==> src/rtl/conv_pkg.sv <==
// rtl/conv_pkg.sv - shared types, geometry helpers and default sizes for the conv stage
package conv_pkg;

    typedef enum logic [2:0] {
        IDLE,
        WLOAD,
        FLUSH,
        STREAM,
        DRAIN,
        NEXT,
        DONE
    } state_t;

    function automatic int out_pix(input int width, input int height, input int k);
        return (width - k + 1) * (height - k + 1);
    endfunction

    // Address width for a memory of 'depth' words, never narrower than one bit.
    function automatic int addr_w(input int depth);
        return (depth > 1) ? $clog2(depth) : 1;
    endfunction

    localparam int DEF_WIDTH       = 28;
    localparam int DEF_HEIGHT      = 28;
    localparam int DEF_KERNEL_SIZE = 5;
    localparam int DEF_NUM_FILTER  = 6;
    localparam int DEF_TIMEOUT     = 1024;
    localparam int DEF_OUT_PIX     = out_pix(DEF_WIDTH, DEF_HEIGHT, DEF_KERNEL_SIZE);
    localparam int DEF_IMG_AW      = addr_w(DEF_WIDTH * DEF_HEIGHT);
    localparam int DEF_RES_AW      = addr_w(DEF_NUM_FILTER * DEF_OUT_PIX);

endpackage

==> src/rtl/conv_pass_sched_if.sv <==
// rtl/conv_pass_sched_if.sv - control, frame RAM, weight and result RAM signals of the pass scheduler
interface conv_pass_sched_if
    import conv_pkg::*;
#(
    parameter int WIDTH       = DEF_WIDTH,
    parameter int HEIGHT      = DEF_HEIGHT,
    parameter int KERNEL_SIZE = DEF_KERNEL_SIZE,
    parameter int NUM_FILTER  = DEF_NUM_FILTER
) ();
    localparam int OUT_PIX = out_pix(WIDTH, HEIGHT, KERNEL_SIZE);
    localparam int FSEL_W  = addr_w(NUM_FILTER);
    localparam int IMG_AW  = addr_w(WIDTH * HEIGHT);
    localparam int RES_AW  = addr_w(NUM_FILTER * OUT_PIX);

    logic              start;
    logic              abort;
    logic              busy;
    logic              done;
    logic              err;
    logic              wgt_req;
    logic              wgt_ready;
    logic [FSEL_W-1:0] filter_sel;
    logic              buf_rst;
    logic              img_rd_en;
    logic [IMG_AW-1:0] img_addr;
    logic              win_valid;
    logic              res_wr_en;
    logic [RES_AW-1:0] res_addr;

    modport slave (
        input  start, abort, wgt_ready, win_valid,
        output busy, done, err, wgt_req, filter_sel, buf_rst,
               img_rd_en, img_addr, res_wr_en, res_addr
    );

    modport master (
        output start, abort, wgt_ready, win_valid,
        input  busy, done, err, wgt_req, filter_sel, buf_rst,
               img_rd_en, img_addr, res_wr_en, res_addr
    );

endinterface

==> src/rtl/conv_addr_gen.sv <==
// rtl/conv_addr_gen.sv - pixel, window and drain counters plus running result-RAM base
module conv_addr_gen
    import conv_pkg::*;
#(
    parameter int FRAME   = DEF_WIDTH * DEF_HEIGHT,
    parameter int OUT_PIX = DEF_OUT_PIX,
    parameter int TIMEOUT = DEF_TIMEOUT,
    parameter int IMG_AW  = DEF_IMG_AW,
    parameter int RES_AW  = DEF_RES_AW
) (
    input  logic              clk,
    input  logic              rst,
    input  logic              i_clear,
    input  logic              i_pix_step,
    input  logic              i_win_step,
    input  logic              i_drain_step,
    input  logic              i_base_clear,
    input  logic              i_base_step,
    output logic [IMG_AW-1:0] o_pix_cnt,
    output logic              o_pix_last,
    output logic              o_win_done,
    output logic              o_drain_last,
    output logic [RES_AW-1:0] o_res_addr
);
    localparam int WIN_W = addr_w(OUT_PIX + 1);
    localparam int DRN_W = addr_w(TIMEOUT);

    logic [IMG_AW-1:0] r_pix_cnt;
    logic [WIN_W-1:0]  r_win_cnt;
    logic [DRN_W-1:0]  r_drain_cnt;
    logic [RES_AW-1:0] r_base;

    always_ff @(posedge clk) begin
        if (rst || i_clear) begin
            r_pix_cnt   <= '0;
            r_win_cnt   <= '0;
            r_drain_cnt <= '0;
        end else begin
            if (i_pix_step)
                r_pix_cnt <= r_pix_cnt + IMG_AW'(1);
            if (i_win_step)
                r_win_cnt <= r_win_cnt + WIN_W'(1);
            if (i_drain_step)
                r_drain_cnt <= r_drain_cnt + DRN_W'(1);
        end
    end

    // Base advances by one filter's worth of outputs per pass instead of multiplying filter_sel.
    always_ff @(posedge clk) begin
        if (rst || i_base_clear)
            r_base <= '0;
        else if (i_base_step)
            r_base <= r_base + RES_AW'(OUT_PIX);
    end

    assign o_pix_cnt    = r_pix_cnt;
    assign o_pix_last   = (r_pix_cnt == IMG_AW'(FRAME - 1));
    assign o_win_done   = (r_win_cnt == WIN_W'(OUT_PIX));
    assign o_drain_last = (r_drain_cnt == DRN_W'(TIMEOUT - 1));
    assign o_res_addr   = r_base + RES_AW'(r_win_cnt);

endmodule

==> src/rtl/conv_pass_sched.sv <==
// rtl/conv_pass_sched.sv - per-filter pass scheduler for the 5x5 convolution stage
module conv_pass_sched
    import conv_pkg::*;
#(
    parameter int WIDTH       = DEF_WIDTH,
    parameter int HEIGHT      = DEF_HEIGHT,
    parameter int KERNEL_SIZE = DEF_KERNEL_SIZE,
    parameter int NUM_FILTER  = DEF_NUM_FILTER,
    parameter int TIMEOUT     = DEF_TIMEOUT
) (
    input logic                 clk,
    input logic                 rst,
    conv_pass_sched_if.slave    io_sched
);
    localparam int OUT_PIX = out_pix(WIDTH, HEIGHT, KERNEL_SIZE);
    localparam int FRAME   = WIDTH * HEIGHT;
    localparam int FSEL_W  = addr_w(NUM_FILTER);
    localparam int IMG_AW  = addr_w(FRAME);
    localparam int RES_AW  = addr_w(NUM_FILTER * OUT_PIX);

    state_t            r_state;
    state_t            w_next;
    logic              r_busy;
    logic              r_done;
    logic              r_err;
    logic              r_wgt_req;
    logic              r_buf_rst;
    logic              r_img_rd_en;
    logic              r_res_wr_en;
    logic [FSEL_W-1:0] r_filter_sel;
    logic [RES_AW-1:0] r_res_addr;
    logic [RES_AW-1:0] w_res_addr;
    logic [IMG_AW-1:0] w_pix_cnt;
    logic              w_pix_last;
    logic              w_win_done;
    logic              w_drain_last;
    logic              w_start_acc;
    logic              w_abort_hit;
    logic              w_win_acc;
    logic              w_last_filter;
    logic              w_advance;

    assign w_start_acc   = (r_state == IDLE) && io_sched.start && !io_sched.abort;
    assign w_abort_hit   = (r_state != IDLE) && io_sched.abort;
    assign w_last_filter = (r_filter_sel == FSEL_W'(NUM_FILTER - 1));
    assign w_advance     = (r_state == NEXT) && (w_next == WLOAD);
    // Windows count only while pixels are flowing and only up to one frame's worth.
    assign w_win_acc     = io_sched.win_valid && !io_sched.abort && !w_win_done &&
                           ((r_state == STREAM) || (r_state == DRAIN));

    conv_addr_gen #(
        .FRAME   (FRAME),
        .OUT_PIX (OUT_PIX),
        .TIMEOUT (TIMEOUT),
        .IMG_AW  (IMG_AW),
        .RES_AW  (RES_AW)
    ) u_addr_gen (
        .clk          (clk),
        .rst          (rst),
        .i_clear      (r_state == FLUSH),
        .i_pix_step   ((r_state == STREAM) && !w_pix_last && !io_sched.abort),
        .i_win_step   (w_win_acc),
        .i_drain_step (r_state == DRAIN),
        .i_base_clear (w_start_acc),
        .i_base_step  (w_advance),
        .o_pix_cnt    (w_pix_cnt),
        .o_pix_last   (w_pix_last),
        .o_win_done   (w_win_done),
        .o_drain_last (w_drain_last),
        .o_res_addr   (w_res_addr)
    );

    always_ff @(posedge clk) begin
        if (rst)
            r_state <= IDLE;
        else
            r_state <= w_next;
    end

    always_comb begin
        w_next = r_state;
        case (r_state)
            IDLE:    if (io_sched.start) w_next = WLOAD;
            WLOAD:   if (io_sched.wgt_ready) w_next = FLUSH;
            FLUSH:   w_next = STREAM;
            STREAM:  if (w_pix_last) w_next = DRAIN;
            DRAIN: begin
                if (w_win_done)
                    w_next = NEXT;
                else if (w_drain_last)
                    w_next = DONE;
            end
            NEXT:    w_next = w_last_filter ? DONE : WLOAD;
            DONE:    w_next = IDLE;
            default: w_next = IDLE;
        endcase
        if (io_sched.abort)
            w_next = IDLE;
    end

    // Strobes are registered from the next state so each one lines up with the state it belongs to.
    always_ff @(posedge clk) begin
        if (rst) begin
            r_busy       <= 1'b0;
            r_done       <= 1'b0;
            r_err        <= 1'b0;
            r_wgt_req    <= 1'b0;
            r_buf_rst    <= 1'b1;
            r_img_rd_en  <= 1'b0;
            r_res_wr_en  <= 1'b0;
            r_filter_sel <= '0;
            r_res_addr   <= '0;
        end else begin
            r_busy      <= (w_next != IDLE);
            r_done      <= (w_next == DONE);
            r_wgt_req   <= (w_next == WLOAD);
            r_buf_rst   <= (w_next == FLUSH) || w_abort_hit;
            r_img_rd_en <= (w_next == STREAM);
            r_res_wr_en <= w_win_acc;
            if (w_win_acc)
                r_res_addr <= w_res_addr;
            if (w_start_acc)
                r_filter_sel <= '0;
            else if (w_advance)
                r_filter_sel <= r_filter_sel + FSEL_W'(1);
            if (w_start_acc)
                r_err <= 1'b0;
            else if ((r_state == DRAIN) && (w_next == DONE))
                r_err <= 1'b1;
        end
    end

    assign io_sched.busy       = r_busy;
    assign io_sched.done       = r_done;
    assign io_sched.err        = r_err;
    assign io_sched.wgt_req    = r_wgt_req;
    assign io_sched.filter_sel = r_filter_sel;
    assign io_sched.buf_rst    = r_buf_rst;
    assign io_sched.img_rd_en  = r_img_rd_en;
    assign io_sched.img_addr   = w_pix_cnt;
    assign io_sched.res_wr_en  = r_res_wr_en;
    assign io_sched.res_addr   = r_res_addr;

endmodule

==> src/flat_wrapper.sv <==
// flat-port wrapper written by rule: the top's interface ports become plain ports
module conv_pass_sched_flat import conv_pkg::*;
#(
    parameter int WIDTH       = DEF_WIDTH,
    parameter int HEIGHT      = DEF_HEIGHT,
    parameter int KERNEL_SIZE = DEF_KERNEL_SIZE,
    parameter int NUM_FILTER  = DEF_NUM_FILTER,
    parameter int TIMEOUT     = DEF_TIMEOUT
)
  (clk, rst, io_sched_start, io_sched_abort, io_sched_wgt_ready, io_sched_win_valid, io_sched_busy, io_sched_done, io_sched_err, io_sched_wgt_req, io_sched_filter_sel, io_sched_buf_rst, io_sched_img_rd_en, io_sched_img_addr, io_sched_res_wr_en, io_sched_res_addr);
  conv_pass_sched_if #(.WIDTH(WIDTH), .HEIGHT(HEIGHT), .KERNEL_SIZE(KERNEL_SIZE), .NUM_FILTER(NUM_FILTER)) io_sched_i ();
  input logic clk;
  input logic rst;
  input wire logic [$bits(io_sched_i.start)-1:0] io_sched_start;
  input wire logic [$bits(io_sched_i.abort)-1:0] io_sched_abort;
  input wire logic [$bits(io_sched_i.wgt_ready)-1:0] io_sched_wgt_ready;
  input wire logic [$bits(io_sched_i.win_valid)-1:0] io_sched_win_valid;
  output wire logic [$bits(io_sched_i.busy)-1:0] io_sched_busy;
  output wire logic [$bits(io_sched_i.done)-1:0] io_sched_done;
  output wire logic [$bits(io_sched_i.err)-1:0] io_sched_err;
  output wire logic [$bits(io_sched_i.wgt_req)-1:0] io_sched_wgt_req;
  output wire logic [$bits(io_sched_i.filter_sel)-1:0] io_sched_filter_sel;
  output wire logic [$bits(io_sched_i.buf_rst)-1:0] io_sched_buf_rst;
  output wire logic [$bits(io_sched_i.img_rd_en)-1:0] io_sched_img_rd_en;
  output wire logic [$bits(io_sched_i.img_addr)-1:0] io_sched_img_addr;
  output wire logic [$bits(io_sched_i.res_wr_en)-1:0] io_sched_res_wr_en;
  output wire logic [$bits(io_sched_i.res_addr)-1:0] io_sched_res_addr;
  assign io_sched_i.start = io_sched_start;
  assign io_sched_i.abort = io_sched_abort;
  assign io_sched_i.wgt_ready = io_sched_wgt_ready;
  assign io_sched_i.win_valid = io_sched_win_valid;
  assign io_sched_busy = io_sched_i.busy;
  assign io_sched_done = io_sched_i.done;
  assign io_sched_err = io_sched_i.err;
  assign io_sched_wgt_req = io_sched_i.wgt_req;
  assign io_sched_filter_sel = io_sched_i.filter_sel;
  assign io_sched_buf_rst = io_sched_i.buf_rst;
  assign io_sched_img_rd_en = io_sched_i.img_rd_en;
  assign io_sched_img_addr = io_sched_i.img_addr;
  assign io_sched_res_wr_en = io_sched_i.res_wr_en;
  assign io_sched_res_addr = io_sched_i.res_addr;
  conv_pass_sched #(.WIDTH(WIDTH), .HEIGHT(HEIGHT), .KERNEL_SIZE(KERNEL_SIZE), .NUM_FILTER(NUM_FILTER), .TIMEOUT(TIMEOUT)) u_core (.clk(clk), .rst(rst), .io_sched(io_sched_i));
endmodule
==> config.mk <==
export PLATFORM = sky130hd
export DESIGN_NAME = conv_pass_sched_flat
export DESIGN_NICKNAME = d
export VERILOG_FILES = /design/src/rtl/conv_pkg.sv /design/src/rtl/conv_pass_sched_if.sv /design/src/rtl/conv_addr_gen.sv /design/src/rtl/conv_pass_sched.sv /design/src/flat_wrapper.sv
export SDC_FILE = /design/constraint.sdc
export NUM_CORES = 1
export LEC_CHECK = 0
export BUFFER_PORTS_ARGS = -buffer_cell sky130_fd_sc_hd__buf_2
export CORE_MARGIN = 3
export CORE_UTILIZATION = 25
export CTS_BUF_LIST = sky130_fd_sc_hd__clkbuf_8
export CTS_CLUSTER_DIAMETER = 150
export DETAILED_ROUTE_END_ITERATION = 7
export PLACE_DENSITY = 0.39
export SLEW_MARGIN = 40
export SYNTH_ARGS = -nofsm -noshare
export SYNTH_HDL_FRONTEND = slang
export SYNTH_SLANG_ARGS = --single-unit
==> constraint.sdc <==
create_clock -name clk -period 1.95 [get_ports clk]
set_input_delay 0.2925 -clock clk [delete_from_list [all_inputs] [get_ports clk]]
set_output_delay 0.2925 -clock clk [all_outputs]
set_load 0.01 [all_outputs]
== Word level (Yosys, flattened, before mapping) ==
Cells that the tools add are included.

* Latch bits: 0
* Output and inout bits: 32
* Word-level logic and storage cells: 62
* Memory bits (writable): 0
* Flip-flop bits (word level): 67
* Bits in read-only memories: 0
* Memories kept: 0
* Input bits: 6

* $mul: 0
* Add/sub/neg operators: 6
* Equal/unequal tests: 13
* Magnitude comparators: 0
* Multiplexer cells: 8
* Div/mod/pow operators: 0
* Bitwise operators: 0
* Reduce and logical (&&, ||, !) cells: 21
* Shifts and indexed selects: 0

{| class="wikitable"
|+ Operators by type and width
! kind !! number
|-
| 10-bit by 1-bit adder with 10-bit output (second input constant) || 3
|-
| 10-bit equality test (second input constant) || 3
|-
| 3-bit two-way mux || 7
|-
| 3-bit one-hot mux with 6 select lines || 1
|-
| 12-bit by 10-bit adder with 12-bit output || 1
|-
| 12-bit by 10-bit adder with 12-bit output (second input constant) || 1
|-
| 3-bit by 2-bit equality test with 1-bit output (second input constant) || 4
|-
| 3-bit equality test (second input constant) || 4
|-
| 1-bit logical AND || 10
|-
| 3-bit by 1-bit equality test with 1-bit output (second input constant) || 2
|-
| 3-bit nonzero test || 2
|-
| 1-bit logical OR || 4
|-
| 3-bit by 1-bit adder with 3-bit output (second input constant) || 1
|-
| 1-bit zero test || 3
|-
| 3-bit zero test || 1
|-
| 2-bit OR reduction || 1
|}

== Logic depth before layout (Yosys ltp) ==
* Word-level depth: 7
* Depth in mapped cells: 8
* Depth with buffers taken out: 8

== Modules after synthesis ==
Synthesis repeated with hierarchy kept, for this count alone.

* Cells, all modules: 329
* Area, all modules: 2,992.9 um^2

{| class="wikitable"
|+ By module, submodules not included
! module !! times used !! cells each !! area each (um^2)
|-
| conv_addr_gen || 1 || 210 || 1,835.5
|-
| conv_pass_sched || 1 || 119 || 1,157.4
|}

== Worst setup path before layout ==
Ideal clock, no wire load.

* Kind: register to register
* Start point: register u_core.u_addr_gen.r_pix_cnt[0], in the netlist u_core.u_addr_gen.o_pix_cnt[0]
* End point: register u_core.r_wgt_req, in the netlist u_core.io_sched.wgt_req
* Library setup time: 0.087 ns
* Cell stages (with the launch flop): 8
* Path slack: 0.223 ns
* Buffers on the path: 1
* Arrival time: 1.640 ns
* Cell sequence: dfxtp_1 > ha_1 > and3_1 > buf_2 > nand4_1 > a22o_1 > a41oi_4 > nor4b_2

* Word-level cells in the longest chain between the ends: 5

{| class="wikitable"
|+ Ends and longest elaborated chain
! item !! RTL line !! source
|-
| start, declared || conv_addr_gen.sv:28 || <nowiki>logic [IMG_AW-1:0] r_pix_cnt;</nowiki>
|-
| start signal, assigned || conv_addr_gen.sv:40 || <nowiki>r_pix_cnt <= r_pix_cnt + IMG_AW'(1);</nowiki>
|-
| 10-bit equality test || conv_addr_gen.sv:57 || <nowiki>assign o_pix_last = (r_pix_cnt == IMG_AW'(FRAME - 1));</nowiki>
|-
| 3-bit two-way mux || conv_pass_sched.sv:86 || <nowiki>STREAM: if (w_pix_last) w_next = DRAIN;</nowiki>
|-
| 3-bit one-hot mux with 6 select lines || conv_pass_sched.sv:82 || <nowiki>case (r_state)</nowiki>
|-
| 3-bit two-way mux || conv_pass_sched.sv:97 || <nowiki>if (io_sched.abort)</nowiki>
|-
| 3-bit by 1-bit equality test with 1-bit output || conv_pass_sched.sv:116 || <nowiki>r_wgt_req <= (w_next == WLOAD);</nowiki>
|-
| end signal, assigned || conv_pass_sched.sv:116 ||
|-
| end, declared || conv_pass_sched.sv:26 || <nowiki>logic r_wgt_req;</nowiki>
|}

Every way passes these cells.
A chain may end at the register's enable or synchronous reset.

== Worst setup path after layout ==
* Start point: register u_core.r_state[1]
* End point: register u_core.u_addr_gen.r_win_cnt[9]

* Word-level cells in the longest chain between the ends: 3
* Elaborated cells on any way between the ends: 6

{| class="wikitable"
|+ Ends and longest elaborated chain
! item !! RTL line !! source
|-
| start, declared || conv_pass_sched.sv:21 || <nowiki>state_t r_state;</nowiki>
|-
| start signal, assigned || conv_pass_sched.sv:77 || <nowiki>r_state <= w_next;</nowiki>
|-
| 3-bit by 2-bit equality test with 1-bit output / 3-bit equality test (equally long branches) || conv_pass_sched.sv:49 || <nowiki>((r_state == STREAM) || (r_state == DRAIN));</nowiki>
|-
| 1-bit logical OR || conv_pass_sched.sv:49 ||
|-
| 1-bit logical AND || conv_pass_sched.sv:48 || <nowiki>assign w_win_acc = io_sched.win_valid && !io_sched.abort && !w_win_done &&</nowiki>
|-
| end signal, assigned || conv_addr_gen.sv:42 || <nowiki>r_win_cnt <= r_win_cnt + WIN_W'(1);</nowiki>
|-
| end, declared || conv_addr_gen.sv:29 || <nowiki>logic [WIN_W-1:0] r_win_cnt;</nowiki>
|}

Parallel ways exist; a longest one is shown, timed or not.

==> summary.txt <==
Outcome
  – Status: complete, no violations

Die
  – Die ar.: 12990 sq um
  – Chip Height: 114.0 um
  – Overall die width: 114.0 um
  – Cell Rows: 38
  – Starting Density: 26.19%
  – I/O pin cnt: 38
  – Std-Cell Core Area: 11130 sq um

Synthesis
  – Post-synth top flop: dfxtp_1
  – Synth Cell Area: 2914 sq um
  – Ys async rst share: 0%
  – Library cells used by synthesis: 56
  – EDFF count, synth: 0
  – Yosys reg bits: 61
  – Synth top area cells: dfxtp_1, xor2_1, nor2_1
  – Yosys top cell by area: dfxtp_1
  – Synthesized area per cell: 8.911 sq um
  – Most instantiated cells after synthesis: dfxtp_1, nor2_1, nand2_1
  – Post-synthesis sequential area ratio: 41.91%
  – Top-count cell post-synth: dfxtp_1
  – Synth Net Count: 345
  – Synth top area share: 41.91%
  – Ys Warns: 0
  – Cells after Synth: 327

STA
  – Hold Violations, Final: 0
  – RSZ-0062 raised after global routing: no
  – Max-slew violation count: 0
  – Final setup viols: 0
  – Clock Skew: 0.008652 ns
  – Setup TNS Final: 0 ns
  – Slew Limit Headroom: 73.78%
  – Final min period: 1.837 ns
  – FMAX: 544.4 MHz
  – Fin crit share: 94.20%
  – Tightest Pin Transition: 0.3918 ns

Drt
  – ANT nets after route: 0
  – Vias: 2383
  – Initial DRT Pass Iterations: 5
  – WL final: 6600 um
  – Post-DR wirelength/cell: 12.45 um
  – Remaining DRCs: 0
  – Starting DRC count in detailed routing: 87
  – Post-DR vias/cell: 4.496

Finish
  – Fin nets: 403
  – P&R area growth vs syn: 22.41%
  – Antenna cell count: 0
  – Post-Layout Cell Count: 530
  – Fill count: 1200
  – Share of cells above drive strength 1: 25.13%

Pwr
  – VDD IR max: 309.7 uV
  – Net Switching: 534.0 uW
  – Sw frac: 23.71%
  – Seq pwr share: 55.7%
  – Clock Power Share: 40.3%
  – Part of the power in combinational logic: 4.0%
  – Internal power: 1718 uW
  – Leak pwr: 0.001435 uW
  – Power per cell area: 631.3 nW/um^2

CTS
  – CTS buffer count: 9
  – Htree depth: 3
  – CTS tree: yes
  – Clock transition at path regs: 0.06 ns
  – CTS Root Cell: clkbuf_8
  – CTS sink cnt: 61
  – Clock Latency Late Sink: 0.34 ns
  – Clk buf depth: 2

Setup path
  – Worst setup path startpoint: u_core.r_state[1]
  – Worst R2R End: u_core.u_addr_gen.r_win_cnt[9]
  – Number of buffers and inverters on the critical path: 0
  – Reg2reg start: u_core.r_state[1]
  – Crit path max-delay family: simple AND/OR/NAND/NOR gates
  – Slowest stage cell, crit path: or3b_4
  – Levels on crit path: 5
  – Critical Path RT: 2.22 ns
  – Crit start category: flop
  – Worst Path Class, Setup: reg2reg
  – Setup crit end: u_core.u_addr_gen.r_win_cnt[9]
  – Critical Path AT: 2.11 ns
  – Crit Path Max Fanout: 9
  – Worst Setup End Kind: flop
  – Slowest stage delay, CP: 0.44 ns
  – Critical-path cell list: or3b_4, a21oi_4, nand4_4, or3_1, a21oi_1
  – Internal reg-to-reg setup slack: 0.11 ns
  – Worst Reg2Reg Path Length in Cells: 5

Placed design
  – DP Wirelength: 4747 um
  – Placer Congestion: 0.8071
  – Input/output buffers: 37
  – Dpl cells: 511

Min path
  – Hold Crit Class: in2reg
  – Hold path start: rst

Global route
  – GRT overflow: 0
  – GRT Util Overall: 10.98%
  – Largest net degree at the start of global routing: 31
  – First-pass GRT wire length: 11340 um
  – Vias in the first global route: 2348
  – Initial antenna violation count: 0

Job
  – MaxCap Viol Count: 0
logic make-up after synthesis:
kind of cell,synth area share (%)
and+or+nand+nor,25.12
DFF,41.91
adders and majority gates,5.410
buffers and inverters,5.152
xor gates and xnor gates,8.415
AOI/OAI and AO/OA,13.31
muxes,0.6870
what timing repair did:
action | 4_1_cts | 5_1_grt
setup endpoints to repair | 0 | 16
setup buffers | 0 | 3
hold buffers | 0 | 0
resized for setup | 0 | 10
registers in the layout, summed over array words and instances (netlist names):
register                       count
u_core.io_sched.buf_rst            1
u_core.io_sched.res_addr          12
u_core.io_sched.img_rd_en          1
u_core.io_sched.filter_sel         3
u_core.u_addr_gen.r_base           6
u_core.r_state                     3
u_core.u_addr_gen.r_win_cnt       10
u_core.io_sched.err                1
u_core.io_sched.res_wr_en          1
u_core.io_sched.busy               1
u_core.io_sched.wgt_req            1
u_core.io_sched.done               1
u_core.u_addr_gen.o_pix_cnt       10
u_core.u_addr_gen.r_drain_cnt     10
worst register-to-register path, delay by kind of cell, from the launching register on:
kind            cells  cell delay (ns)
simple gates        3             0.98
compound gates      2             0.42
flops               1             0.38
worst min-delay path by stage:
stage / endpoint / cells past startpoint / slack [ns]
after CTS: u_core.io_sched.res_wr_en / 2 / 0.34
after detailed placement: u_core.io_sched.res_addr[8] / 2 / 0.44
after global routing: u_core.io_sched.res_wr_en / 2 / 0.36
after floorplan: u_core.io_sched.res_addr[5] / 2 / 0.46
after global placement: u_core.io_sched.res_addr[8] / 2 / 0.44
final: u_core.io_sched.res_wr_en / 2 / 0.35
layout make-up:
type | count | area (sq um) | area share [%]
Clock buffer | 9 | 123.9 | 3.472
Clock inverter | 7 | 28.78 | 0.8067
Sequential cell | 61 | 1225 | 34.34
Tap cell | 140 | 175.2 | 4.911
Timing Repair Buffer | 63 | 380.4 | 10.66
Inverter | 13 | 48.80 | 1.368
Multi-Input combinational cell | 237 | 1585 | 44.44
power groups by stage:
stage	Combinational, uW	Sequential [uW]	Clock [uW]
2_1_floorplan	54.8	1280	0
3_3_place_gp	86.2	1280	0
3_5_place_dp	85.5	1280	0
4_1_cts	85.9	1250	958
5_1_grt	101	1260	1010
6_report	90.2	1260	907
per-layer routing:
metal / up-vias / track usage (%) / part of all wire, %
met4: 0 / 4.038 / 1.6
li1: 1249 / - / -
met3: 8 / 4.085 / 5.3
met2: 53 / 16.67 / 43
met5: - / 0 / 0
met1: 1073 / 14.25 / 50
stage by stage:
stage | setup slack, ns | hold WS, ns | cell area (sq um) | power (uW) | util [%]
after detailed placement | 0.05510 | 0.4446 | 3346 | 1369 | 30.07
after global routing | 0.01216 | 0.3592 | 3567 | 2362 | 32.06
after CTS | 0.05304 | 0.3376 | 3498 | 2298 | 31.44
after global placement | 0.07884 | 0.4374 | 3346 | 1370 | 30.07
after floorplan | 0.2225 | 0.4584 | 2914 | 1337 | -
final | 0.1131 | 0.3490 | 3567 | 2252 | 32.06
cells in the final DEF (no fill, tap or decap), types with 2 or more instances in the layout:
master / count
nand3b_1: 2
clkbuf_8: 9
inv_1: 18
xnor2_1: 5
a211oi_1: 2
dfxtp_2: 3
nor3_1: 4
and4_1: 2
buf_4: 26
clkinv_2: 2
or2_2: 2
or3_1: 8
mux2i_1: 2
buf_2: 37
nor2b_1: 2
and3_1: 5
dfxtp_1: 58
o21ai_0: 13
a21boi_0: 2
ha_1: 11
nand2_1: 33
nor4b_2: 2
a31oi_1: 2
nand2b_1: 3
nand3_1: 16
xor2_1: 23
a21oi_1: 20
nor2_1: 39
o41ai_2: 2
nand4_1: 10
Power figures use the tool's default switching activity.
